[src/rtl/prefix_sub_pkg.sv]
// Shared types and constants for the digit-serial prefix subtractor.
// No logic; holds the FSM encoding, default sizing and the digit-count helper.
// Not applicable: package only.
package prefix_sub_pkg;

    typedef enum logic [1:0] {IDLE, RUN, DONE} sub_state_e;

    localparam int SUB_WIDTH = 12;
    localparam int SUB_DIGIT = 4;

    function automatic int sub_ndig(input int width, input int digit);
        return width / digit;
    endfunction

endpackage

[src/rtl/prefix_sub_digit.sv]
// One DIGIT-bit slice of a - b - bin with Brent-Kung borrow lookahead.
// Latency: purely combinational.
// Backpressure: none; the slice has no handshake.
module prefix_sub_digit
    import prefix_sub_pkg::*;
#(
    parameter int DIGIT = SUB_DIGIT
) (
    input  logic [DIGIT-1:0] a,
    input  logic [DIGIT-1:0] b,
    input  logic             bin,
    output logic [DIGIT-1:0] d,
    output logic             bout
);

    localparam int TOP = 1 << $clog2(DIGIT);

    logic [DIGIT-1:0] gen;
    logic [DIGIT-1:0] prop;
    logic [DIGIT-1:0] grp;
    logic [DIGIT:0]   brw;

    // A bit generates a borrow when a=0,b=1 and passes one through when a==b.
    assign gen  = ~a & b;
    assign prop = ~(a ^ b);

    always_comb begin
        logic [DIGIT-1:0] gg;
        logic [DIGIT-1:0] pp;
        gg    = gen;
        pp    = prop;
        gg[0] = gen[0] | (prop[0] & bin);
        for (int s = 1; s < DIGIT; s = s * 2) begin
            for (int i = 2 * s - 1; i < DIGIT; i += 2 * s) begin
                gg[i] = gg[i] | (pp[i] & gg[i-s]);
                pp[i] = pp[i] & pp[i-s];
            end
        end
        for (int s = TOP; s >= 1; s = s / 2) begin
            for (int i = 3 * s - 1; i < DIGIT; i += 2 * s) begin
                gg[i] = gg[i] | (pp[i] & gg[i-s]);
                pp[i] = pp[i] & pp[i-s];
            end
        end
        grp = gg;
    end

    assign brw  = {grp, bin};
    assign d    = a ^ b ^ brw[DIGIT-1:0];
    assign bout = brw[DIGIT];

endmodule

[src/rtl/prefix_sub_serial.sv]
// Recovers the unknown operand from an adder sum, DIGIT bits per cycle, LSB first; flags impossible sums.
// Latency: result valid NDIG+1 edges after in_valid is presented in IDLE; one result per NDIG+2 cycles.
// Backpressure: in_ready low in RUN/DONE; result held in DONE until out_ready. PREFIX_SUB_ERRCNT_EN adds err_cnt_o.
module prefix_sub_serial
    import prefix_sub_pkg::*;
#(
    parameter int WIDTH = SUB_WIDTH,
    parameter int DIGIT = SUB_DIGIT
) (
    input  logic             clk,
    input  logic             rst,
    input  logic             in_valid,
    output logic             in_ready,
    input  logic [WIDTH:0]   sum_i,
    input  logic [WIDTH-1:0] addend_i,
    output logic             out_valid,
    input  logic             out_ready,
    output logic [WIDTH-1:0] diff_o,
`ifdef PREFIX_SUB_ERRCNT_EN
    output logic             err_o,
    output logic [7:0]       err_cnt_o
`else
    output logic             err_o
`endif
);

    localparam int NDIG = sub_ndig(WIDTH, DIGIT);
    localparam int KW   = (NDIG > 1) ? $clog2(NDIG) : 1;

    generate
        if (WIDTH % DIGIT != 0) begin : g_bad_digit
            $error("prefix_sub_serial: WIDTH must be a multiple of DIGIT");
        end
    endgenerate

    sub_state_e       state;
    logic [WIDTH-1:0] sum_q;
    logic             sum_msb_q;
    logic [WIDTH-1:0] add_q;
    logic             borrow_q;
    logic [KW-1:0]    k_q;
    logic [DIGIT-1:0] dig_d;
    logic             dig_bout;

    // Operand registers shift right each digit, so the active digit always sits at the bottom.
    prefix_sub_digit #(.DIGIT(DIGIT)) u_digit (
        .a    (sum_q[DIGIT-1:0]),
        .b    (add_q[DIGIT-1:0]),
        .bin  (borrow_q),
        .d    (dig_d),
        .bout (dig_bout)
    );

    assign in_ready = (state == IDLE) & ~rst;

    always_ff @(posedge clk) begin
        if (rst) begin
            state     <= IDLE;
            sum_q     <= '0;
            sum_msb_q <= 1'b0;
            add_q     <= '0;
            borrow_q  <= 1'b0;
            k_q       <= '0;
            out_valid <= 1'b0;
            diff_o    <= '0;
            err_o     <= 1'b0;
        end else begin
            case (state)
                IDLE: begin
                    if (in_valid) begin
                        sum_q     <= sum_i[WIDTH-1:0];
                        sum_msb_q <= sum_i[WIDTH];
                        add_q     <= addend_i;
                        borrow_q  <= 1'b0;
                        k_q       <= '0;
                        state     <= RUN;
                    end
                end
                RUN: begin
                    diff_o   <= (diff_o >> DIGIT) | (WIDTH'(dig_d) << (WIDTH - DIGIT));
                    sum_q    <= sum_q >> DIGIT;
                    add_q    <= add_q >> DIGIT;
                    borrow_q <= dig_bout;
                    k_q      <= k_q + 1'b1;
                    if (k_q == KW'(NDIG - 1)) begin
                        // A carry-out that the final borrow does not cancel means no valid operand exists.
                        err_o     <= sum_msb_q ^ dig_bout;
                        out_valid <= 1'b1;
                        state     <= DONE;
                    end
                end
                DONE: begin
                    if (out_ready) begin
                        out_valid <= 1'b0;
                        state     <= IDLE;
                    end
                end
                default: state <= IDLE;
            endcase
        end
    end

`ifdef PREFIX_SUB_ERRCNT_EN
    always_ff @(posedge clk) begin
        if (rst) begin
            err_cnt_o <= '0;
        end else if (state == DONE && out_ready && err_o && err_cnt_o != 8'hFF) begin
            err_cnt_o <= err_cnt_o + 8'd1;
        end
    end
`endif

endmodule

[config.mk]
export PLATFORM = sky130hd
export DESIGN_NAME = prefix_sub_serial
export DESIGN_NICKNAME = d
export VERILOG_FILES = /design/src/rtl/prefix_sub_pkg.sv /design/src/rtl/prefix_sub_digit.sv /design/src/rtl/prefix_sub_serial.sv
export SDC_FILE = /design/constraint.sdc
export NUM_CORES = 1
export LEC_CHECK = 0
export CAP_MARGIN = 5
export CORE_MARGIN = 1
export CORE_UTILIZATION = 45
export CTS_BUF_LIST = sky130_fd_sc_hd__clkbuf_16
export CTS_CLUSTER_DIAMETER = 80
export CTS_CLUSTER_SIZE = 30
export DETAILED_ROUTE_END_ITERATION = 7
export HOLD_SLACK_MARGIN = 0.15
export PLACE_DENSITY = 0.76
export REMOVE_ABC_BUFFERS = 1
export SYNTH_ARGS = -nofsm -noshare
export SYNTH_HDL_FRONTEND = slang
export SYNTH_SLANG_ARGS = --single-unit
[constraint.sdc]
create_clock -name clk -period 1.8 [get_ports clk]
set_input_delay 0.27 -clock clk [delete_from_list [all_inputs] [get_ports clk]]
set_output_delay 0.27 -clock clk [all_outputs]
set_load 0.02 [all_outputs]
==> results of run 1 <==
## kinds of logic after synthesis
kind of cell    share of synthesized area, %
fa+ha+maj                               4.78
xor+xnor                               0.429
simple gates                            24.6
flops                                   43.2
mux                                    0.981
compound gates                          18.5
buf+inv                                 7.48
## power breakdown
group	internal [mW]	switching, mW
registers	1.04	0.0432
logic	0.236	0.225
clock network	0.504	0.369
total	1.78	0.637
## synth_stat cells, types with 2 or more instances
| library cell | number |
|---|---|
| nand2b_1 | 9 |
| nand3b_1 | 7 |
| a21oi_1 | 19 |
| ha_1 | 3 |
| nor3_1 | 2 |
| clkbuf_1 | 5 |
| a2bb2oi_1 | 2 |
| inv_1 | 10 |
| a311oi_1 | 16 |
| dfxtp_1 | 44 |
| buf_6 | 2 |
| mux2i_1 | 2 |
| nor2_1 | 26 |
| nand2_1 | 60 |
| a22oi_1 | 2 |
| a21o_1 | 7 |
| fa_1 | 3 |
| buf_4 | 6 |
| buf_2 | 5 |
| a211oi_1 | 3 |
## sequential cells by signal, indices dropped and copies added (netlist names)
register,count
add_q,12
err_o,1
sum_msb_q,1
borrow_q,1
k_q,2
sum_q,12
diff_o,12
out_valid,1
state,2
## worst max-delay path, delay by kind of cell, from the launching register on
family	cells	cell delay [ns]
AO/OA/AOI/OAI	1	0.11
flip-flops	1	0.33
AND/OR/NAND/NOR	1	0.05
buffers and inverters	3	0.15
adder cells (fa/ha/maj)	3	1.09
## final cells by class
| type | count | area [µm²] |
|---|---|---|
| fill | 400 | 1630 |
| multi-input combinational | 172 | 1030 |
| sequential | 44 | 885 |
| timing repair buffer | 58 | 567 |
| clock buffer | 5 | 125 |
| tap | 52 | 65.1 |
| inverter | 10 | 37.5 |
| clock inverter | 3 | 13.8 |
## routing by layer
layer,part of all wire (%),vias to the layer above
li1,-,917
met1,46,826
met2,48,36
met3,4.5,6
met4,1.3,0
met5,0,-
## timing repair
item                                    in CTS  in global routing
gates resized for setup                     12                  3
pin swaps                                    3                  5
endpoints found under the setup margin       3                  3
setup buffers                                1                  2
## stage by stage
step	cell area, µm²	util, %	cells
2_1_floorplan	1930	-	226
3_3_place_gp	2540	58.2	333
3_5_place_dp	2540	58.2	333
4_1_cts	2700	62.0	342
5_1_grt	2720	62.5	344
6_report	2720	62.5	344
## worst paths after layout
kind	slack [ns]	endpoint	cells past startpoint	from
worst max-delay path	0.02	diff_o[10]	8	add_q[0]
worst min-delay path	0.45	diff_o[1]	2	diff_o[1]
worst max register to register	0.02	diff_o[10]	8	add_q[0]
worst min register to register	0.45	diff_o[1]	2	diff_o[1]
==> flow_summary.json, run 1 <==
{
  "power.leakage_nw": 1.06,
  "max_freq_ghz": 0.563,
  "tightest_slew_ns": 0.307,
  "path_class": "flip-flop to flip-flop",
  "grt_pass1_wl_um": 7220,
  "crit_chain": "inv_2 > fa_2 > inv_2 > fa_2 > inv_2 > fa_2 > nand2_2 > a21oi_2",
  "root_buffer": "clkbuf_16",
  "numCtsBuffers": 5,
  "grt_pass1_vias": 1611,
  "final.period_utilization_pct": 98.6,
  "finalWeightedCongestion": 0.765,
  "post-dp-hpwl_um": 2850,
  "outcome": "completed",
  "ys.flop_type": "dfxtp_1",
  "core_area_um2": 4350,
  "row_count": 24,
  "die_x_um": 69.3,
  "setup-violations-final": 0,
  "clk_pin_slew_ns": 0.06,
  "drt_iter0_drc": 81,
  "syn_area_per_cell_um2": 8.33,
  "critPathArrivalTime_ns": 2.00,
  "power_density_nw_per_um2": 889,
  "most-common-layout-cells": "nand2_1, clkdlybuf4s50_1, dfxtp_1",
  "top_usage_layer": "met2",
  "grt_use_met2_pct": 30.5,
  "grt_setup_unrepaired": "true",
  "async_flop_share_pct": 0,
  "hold_viol": 0,
  "slowest_delay_ns": 0.52,
  "htree_levels": 2,
  "cp_slowest_cell": "fa_2",
  "grt_max_degree": 33,
  "max_cap_violations": 0,
  "required_ns": 2.02,
  "cts.sinks": 44,
  "synthDominantCellAreaShare_pct": 43.2,
  "drt-total-wl_um": 4300,
  "via_count": 1785,
  "ys_types": 32,
  "relSlewSlack_pct": 79.5,
  "fp.dieH_um": 69.3,
  "start_util_pct": 46.9,
  "peakVddDrop_uv": 441,
  "synth.top_cells.by_area": "dfxtp_1, nand2_1, a311oi_1",
  "drv_slew": 0,
  "cts_tree": "done",
  "crit_path_end_kind": "flip-flop",
  "met3_usage_pct": 5.38,
  "drive_gt1_share_pct": 13.7,
  "yosysWarnings": 0,
  "synth_edf_count": 0,
  "fin_crit_ns": 1.78,
  "clock-skew-final_ns": 0.00594,
  "finalNetCount": 326,
  "crit_fanout": 2,
  "cts_hold_buf": 0,
  "antenna_found_initial": 0,
  "power.total_mw": 2.42,
  "cts_max_path_buffers": 2,
  "final_common_cell": "nand2_1",
  "synthCells": 245,
  "port_buffers": 43,
  "syn_to_final_growth_pct": 33.4,
  "dieArea_um2": 4810,
  "hold_path.class": "flip-flop to flip-flop",
  "yosysSeqAreaShare_pct": 43.2,
  "wire_per_inst_um": 12.5,
  "grt_use_total_pct": 18.9,
  "synth.ff_latch_count": 44,
  "startpoint_type": "flip-flop",
  "drc": 0,
  "ioPinCount": 44,
  "fin_hold_ws_ns": 0.453,
  "clk_latency_ns": 0.29,
  "grtUsageMet1_pct": 24.1,
  "dr.pass1.iters": 4,
  "viasPerCell": 5.19,
  "tns_ns": 0,
  "final_antenna_net_count": 0,
  "dp_slack_ns": -0.0722,
  "synth_top_area_cell": "dfxtp_1",
  "diodes": 0,
  "synth_area_um2": 2040,
  "worst_slack_ns": 0.0243,
  "gr-total-overflow": 0
}
No activity file was read; power rests on OpenSTA's default activity.
==> inputs of run 2 (changes only) <==
- SKIP_CTS_REPAIR_TIMING: not set -> 1
==> run 2 against run 1 <==
Wire length decreased by 0.28%. Sequential share of layout area grew 0.13 points. Count of clock-buffer cells in the layout unchanged. Sequential cell count unchanged. Die area is the same. Non-clock buffer count decreased by 2. Register-to-register slack worse by 0.02 ns. Critical path type unchanged.
==> flow_summary.json, run 2 (same netlist as run 1, synthesis figures left out) <==
{
  "outcome": "completed",
  "final_common_cell": "nand2_1",
  "drive_gt1_share_pct": 13.1,
  "startpoint_type": "flip-flop",
  "worstHoldEndpoint": "diff_o[1]",
  "finalNetCount": 324,
  "crit_chain": "inv_2 > fa_2 > inv_2 > fa_2 > inv_2 > fa_2 > nand2_2 > a21oi_2",
  "final_antenna_net_count": 0,
  "antenna_found_initial": 0,
  "r2r_end": "diff_o[10]",
  "worst_slack_ns": 0.00155,
  "crit_fanout": 2,
  "num-fill-cells": 399,
  "wire_per_inst_um": 12.5,
  "dp_cells": 333,
  "layout.cells.non_filler": 342,
  "root_buffer": "clkbuf_16",
  "path_class": "flip-flop to flip-flop",
  "grt_pass1_vias": 1610,
  "cts.sinks": 44,
  "cp_slowest_cell": "fa_2",
  "core_area_um2": 4350,
  "reg2reg_slack_ns": 0.002,
  "r2r_start": "borrow_q",
  "die_x_um": 69.3,
  "start_util_pct": 46.9,
  "critPathArrivalTime_ns": 2.02,
  "min_path_cells": 2,
  "drt-total-wl_um": 4290,
  "multi_input_area_um2": 1030,
  "seqCellArea_um2": 885,
  "numCtsBuffers": 5,
  "grt_pass1_wl_um": 7180,
  "dieArea_um2": 4810,
  "max_cap_violations": 0,
  "most-common-layout-cells": "nand2_1, clkdlybuf4s50_1, dfxtp_1",
  "fin_crit_ns": 1.80,
  "power.total_mw": 2.41,
  "hold_path.class": "flip-flop to flip-flop",
  "row_count": 24,
  "top_regs": "add_q x12, diff_o x12, sum_q x12",
  "diodes": 0,
  "post-dp-hpwl_um": 2850,
  "ioPinCount": 44,
  "drc": 0,
  "dp_slack_ns": -0.0722,
  "hp-start": "diff_o[1]",
  "crit_path_end_kind": "flip-flop",
  "slowest_delay_ns": 0.52,
  "max_freq_ghz": 0.556,
  "fin_util_pct": 62.3,
  "dr.pass1.iters": 4,
  "grt_max_degree": 33,
  "via_count": 1764,
  "final.period_utilization_pct": 99.9,
  "drv_slew": 0,
  "placedInstanceArea_um2": 2540,
  "fp.dieH_um": 69.3,
  "drt_iter0_drc": 89,
  "path_delay_family": "adder cells",
  "tightest_slew_ns": 0.312,
  "relSlewSlack_pct": 79.1,
  "fin_hold_ws_ns": 0.453,
  "design_area_um2": 2710,
  "clk_latency_ns": 0.29,
  "grt_setup_unrepaired": "true",
  "htree_levels": 2,
  "grt_use_total_pct": 18.8,
  "clock-skew-final_ns": 0.00602,
  "tns_ns": 0,
  "setup-violations-final": 0,
  "viasPerCell": 5.16,
  "required_ns": 2.02,
  "cp_num_buf_inv": 3,
  "power_density_nw_per_um2": 890,
  "power.leakage_nw": 1.06,
  "clk_pin_slew_ns": 0.06,
  "cts_max_path_buffers": 2,
  "cts_tree": "done",
  "port_buffers": 43,
  "finalWeightedCongestion": 0.765,
  "crit_start": "borrow_q",
  "syn_to_final_growth_pct": 32.9,
  "r2r_cells": 8,
  "peakVddDrop_uv": 426,
  "hold_viol": 0,
  "gr-total-overflow": 0
}
-- run 2: cell count changes in the layout (fill, tap and decap cells not counted) --
cell and delta:
buf_4 -2, dlygate4sd2_1 -1, dlymetal6s2s_1 +1
-- run 2: final cells by class --
class                   instances  share of cell area [%]
inverters                      10                    1.38
clock buffers                   5                    4.61
repair buffers                 56                    20.5
multi-input cells             172                    38.0
clock inverters                 3                   0.508
flip-flops and latches         44                    32.6
well taps                      52                    2.40
-- run 2: power by group --
group | leakage [nW] | total [mW] | switching (mW) | internal, mW
clock | 0.0710 | 0.868 | 0.364 | 0.504
combinational | 0.628 | 0.457 | 0.224 | 0.233
sequential | 0.362 | 1.09 | 0.0438 | 1.04
total | 1.06 | 2.41 | 0.632 | 1.78
-- run 2: layer usage --
layer,up-vias,track usage [%],part of all wire (%)
met5,-,0,0
li1,914,-,-
met4,0,6.35,1.4
met3,7,5.38,5.4
met1,803,24.0,45
met2,40,30.3,48
-- run 2: worst max path at each step --
stage                 end  depth (start not counted)  slack, ns
6_report       diff_o[10]                          8      0.002
2_1_floorplan  diff_o[11]                          8       0.03
5_1_grt        diff_o[10]                          8      -0.08
3_3_place_gp   diff_o[11]                          8      -0.04
3_5_place_dp   diff_o[11]                          8      -0.07
4_1_cts        diff_o[11]                          8      -0.12
-- run 2: worst reg2reg max path, cell delays in order (launching register included) --
cell	delay, ns
dfxtp_2	0.33
inv_2	0.04
fa_2	0.35
inv_2	0.07
fa_2	0.23
inv_2	0.05
fa_2	0.52
nand2_2	0.05
a21oi_2	0.11
==> inputs of run 3 (changes only) <==
- CTS_CLUSTER_DIAMETER: 80 -> not set
- SETUP_SLACK_MARGIN: not set -> 0.5
==> run 3 against run 2 <==
Maximum frequency shrank 0.80%. Total power grew 7.4%. Die area is the same. Count of clock-buffer cells in the layout is the same. The run now ends with negative setup slack left. Largest cell class unchanged. Critical path depth shrank 1. Cell count grew 5.3%. Sequential share of layout area shrank 5.2 points. Clock power grew 0.8%.
==> flow_summary.json, run 3 (same netlist as run 1, synthesis figures left out) <==
{
  "finalNetCount": 342,
  "fp.dieH_um": 69.3,
  "row_count": 24,
  "most-common-layout-cells": "nand2_1, dfxtp_1, clkdlybuf4s50_1",
  "fin_util_pct": 74.4,
  "relSlewSlack_pct": 78.4,
  "crit_path_end_kind": "flip-flop",
  "start_util_pct": 46.9,
  "clk_latency_ns": 0.29,
  "final_antenna_net_count": 0,
  "via_count": 1945,
  "grt_pass1_wl_um": 7180,
  "drc": 0,
  "drt-total-wl_um": 5840,
  "final_common_cell": "nand2_1",
  "hold_viol": 0,
  "path_class": "flip-flop to flip-flop",
  "grt_setup_unrepaired": "true",
  "internal-power_mw": 1.87,
  "startpoint_type": "flip-flop",
  "top_regs": "add_q x12, diff_o x12, sum_q x12",
  "dp_cells": 333,
  "combinationalPowerShare_pct": 24.1,
  "power.leakage_nw": 1.53,
  "reg2reg_slack_ns": -0.01,
  "ioPinCount": 44,
  "grt_pass1_vias": 1610,
  "hold_path.class": "flip-flop to flip-flop",
  "clock-skew-final_ns": 0.00682,
  "dr.pass1.iters": 4,
  "max_cap_violations": 0,
  "cts.sinks": 44,
  "tightest_slew_ns": 0.324,
  "wire_per_inst_um": 16.2,
  "dieArea_um2": 4810,
  "pwr-share-clk_pct": 33.8,
  "root_buffer": "clkbuf_16",
  "required_ns": 2.02,
  "cts_tree": "done",
  "power_density_nw_per_um2": 800,
  "power.total_mw": 2.59,
  "outcome": "finished, violations left",
  "grt_use_total_pct": 18.8,
  "layout.cells.non_filler": 360,
  "placedInstanceArea_um2": 2540,
  "gr-total-overflow": 0,
  "switching_share_pct": 27.8,
  "drive_gt1_share_pct": 31.2,
  "drv_slew": 0,
  "post-dp-hpwl_um": 2850,
  "peakVddDrop_uv": 510,
  "htree_levels": 2,
  "power.switching_mw": 0.719,
  "max_freq_ghz": 0.552,
  "cts_max_path_buffers": 2,
  "antenna_found_initial": 0,
  "syn_to_final_growth_pct": 58.7,
  "numCtsBuffers": 5,
  "sequentialPowerShare_pct": 42.1,
  "design_area_um2": 3240,
  "port_buffers": 43,
  "fin_crit_ns": 1.81,
  "clk_pin_slew_ns": 0.06,
  "core_area_um2": 4350,
  "grt_max_degree": 33,
  "violations": "negative setup slack",
  "critPathArrivalTime_ns": 2.03,
  "finalWeightedCongestion": 0.765,
  "drt_iter0_drc": 111,
  "die_x_um": 69.3,
  "setup-violations-final": 2,
  "final.period_utilization_pct": 101,
  "viasPerCell": 5.40,
  "crit_fanout": 2,
  "worst_slack_ns": -0.0129,
  "diodes": 0
}
## run 3: routing by layer
metal | GRT usage (%) | wire [µm]
met1 | 24.0 | 2450
met2 | 30.3 | 3080
met5 | 0 | 0
met3 | 5.38 | 215
met4 | 6.35 | 99
## run 3: worst max-delay path, cell delays in order (launching register included)
cell,delay (ns)
dfxtp_2,0.33
fa_2,0.39
inv_2,0.08
fa_2,0.23
inv_2,0.05
fa_2,0.52
nand2_2,0.05
a21oi_2,0.11
## run 3: layout make-up
type	count	area (µm²)
flip-flops and latches	44	890
well taps	52	65.1
clock buffers	5	125
repair buffers	74	877
clock inverters	3	13.8
fillers	304	1110
inverters	10	37.5
multi-input cells	172	1230
## run 3: worst paths after layout
kind,endpoint,from,depth (start not counted)
max reg2reg,diff_o[10],sum_q[0],7
min,diff_o[3],diff_o[3],2
max,diff_o[10],sum_q[0],7
min reg2reg,diff_o[3],diff_o[3],2
## run 3: power by group through the flow
stage	registers, mW	clock network, mW	logic [mW]
floorplan	1.12	0	0.207
global placement	1.10	0	0.425
detailed placement	1.11	0	0.435
CTS	1.09	0.890	0.439
global route	1.10	0.925	0.671
finish	1.09	0.875	0.625
## run 3: through the flow
stage / hold slack [ns] / setup TNS (ns) / setup slack, ns
floorplan: 0.339 / 0 / 0.0303
global placement: 0.443 / -0.0622 / -0.0378
detailed placement: 0.446 / -0.0884 / -0.0722
CTS: 0.455 / -0.171 / -0.121
global route: 0.493 / -0.0743 / -0.0378
finish: 0.463 / -0.0141 / -0.0129
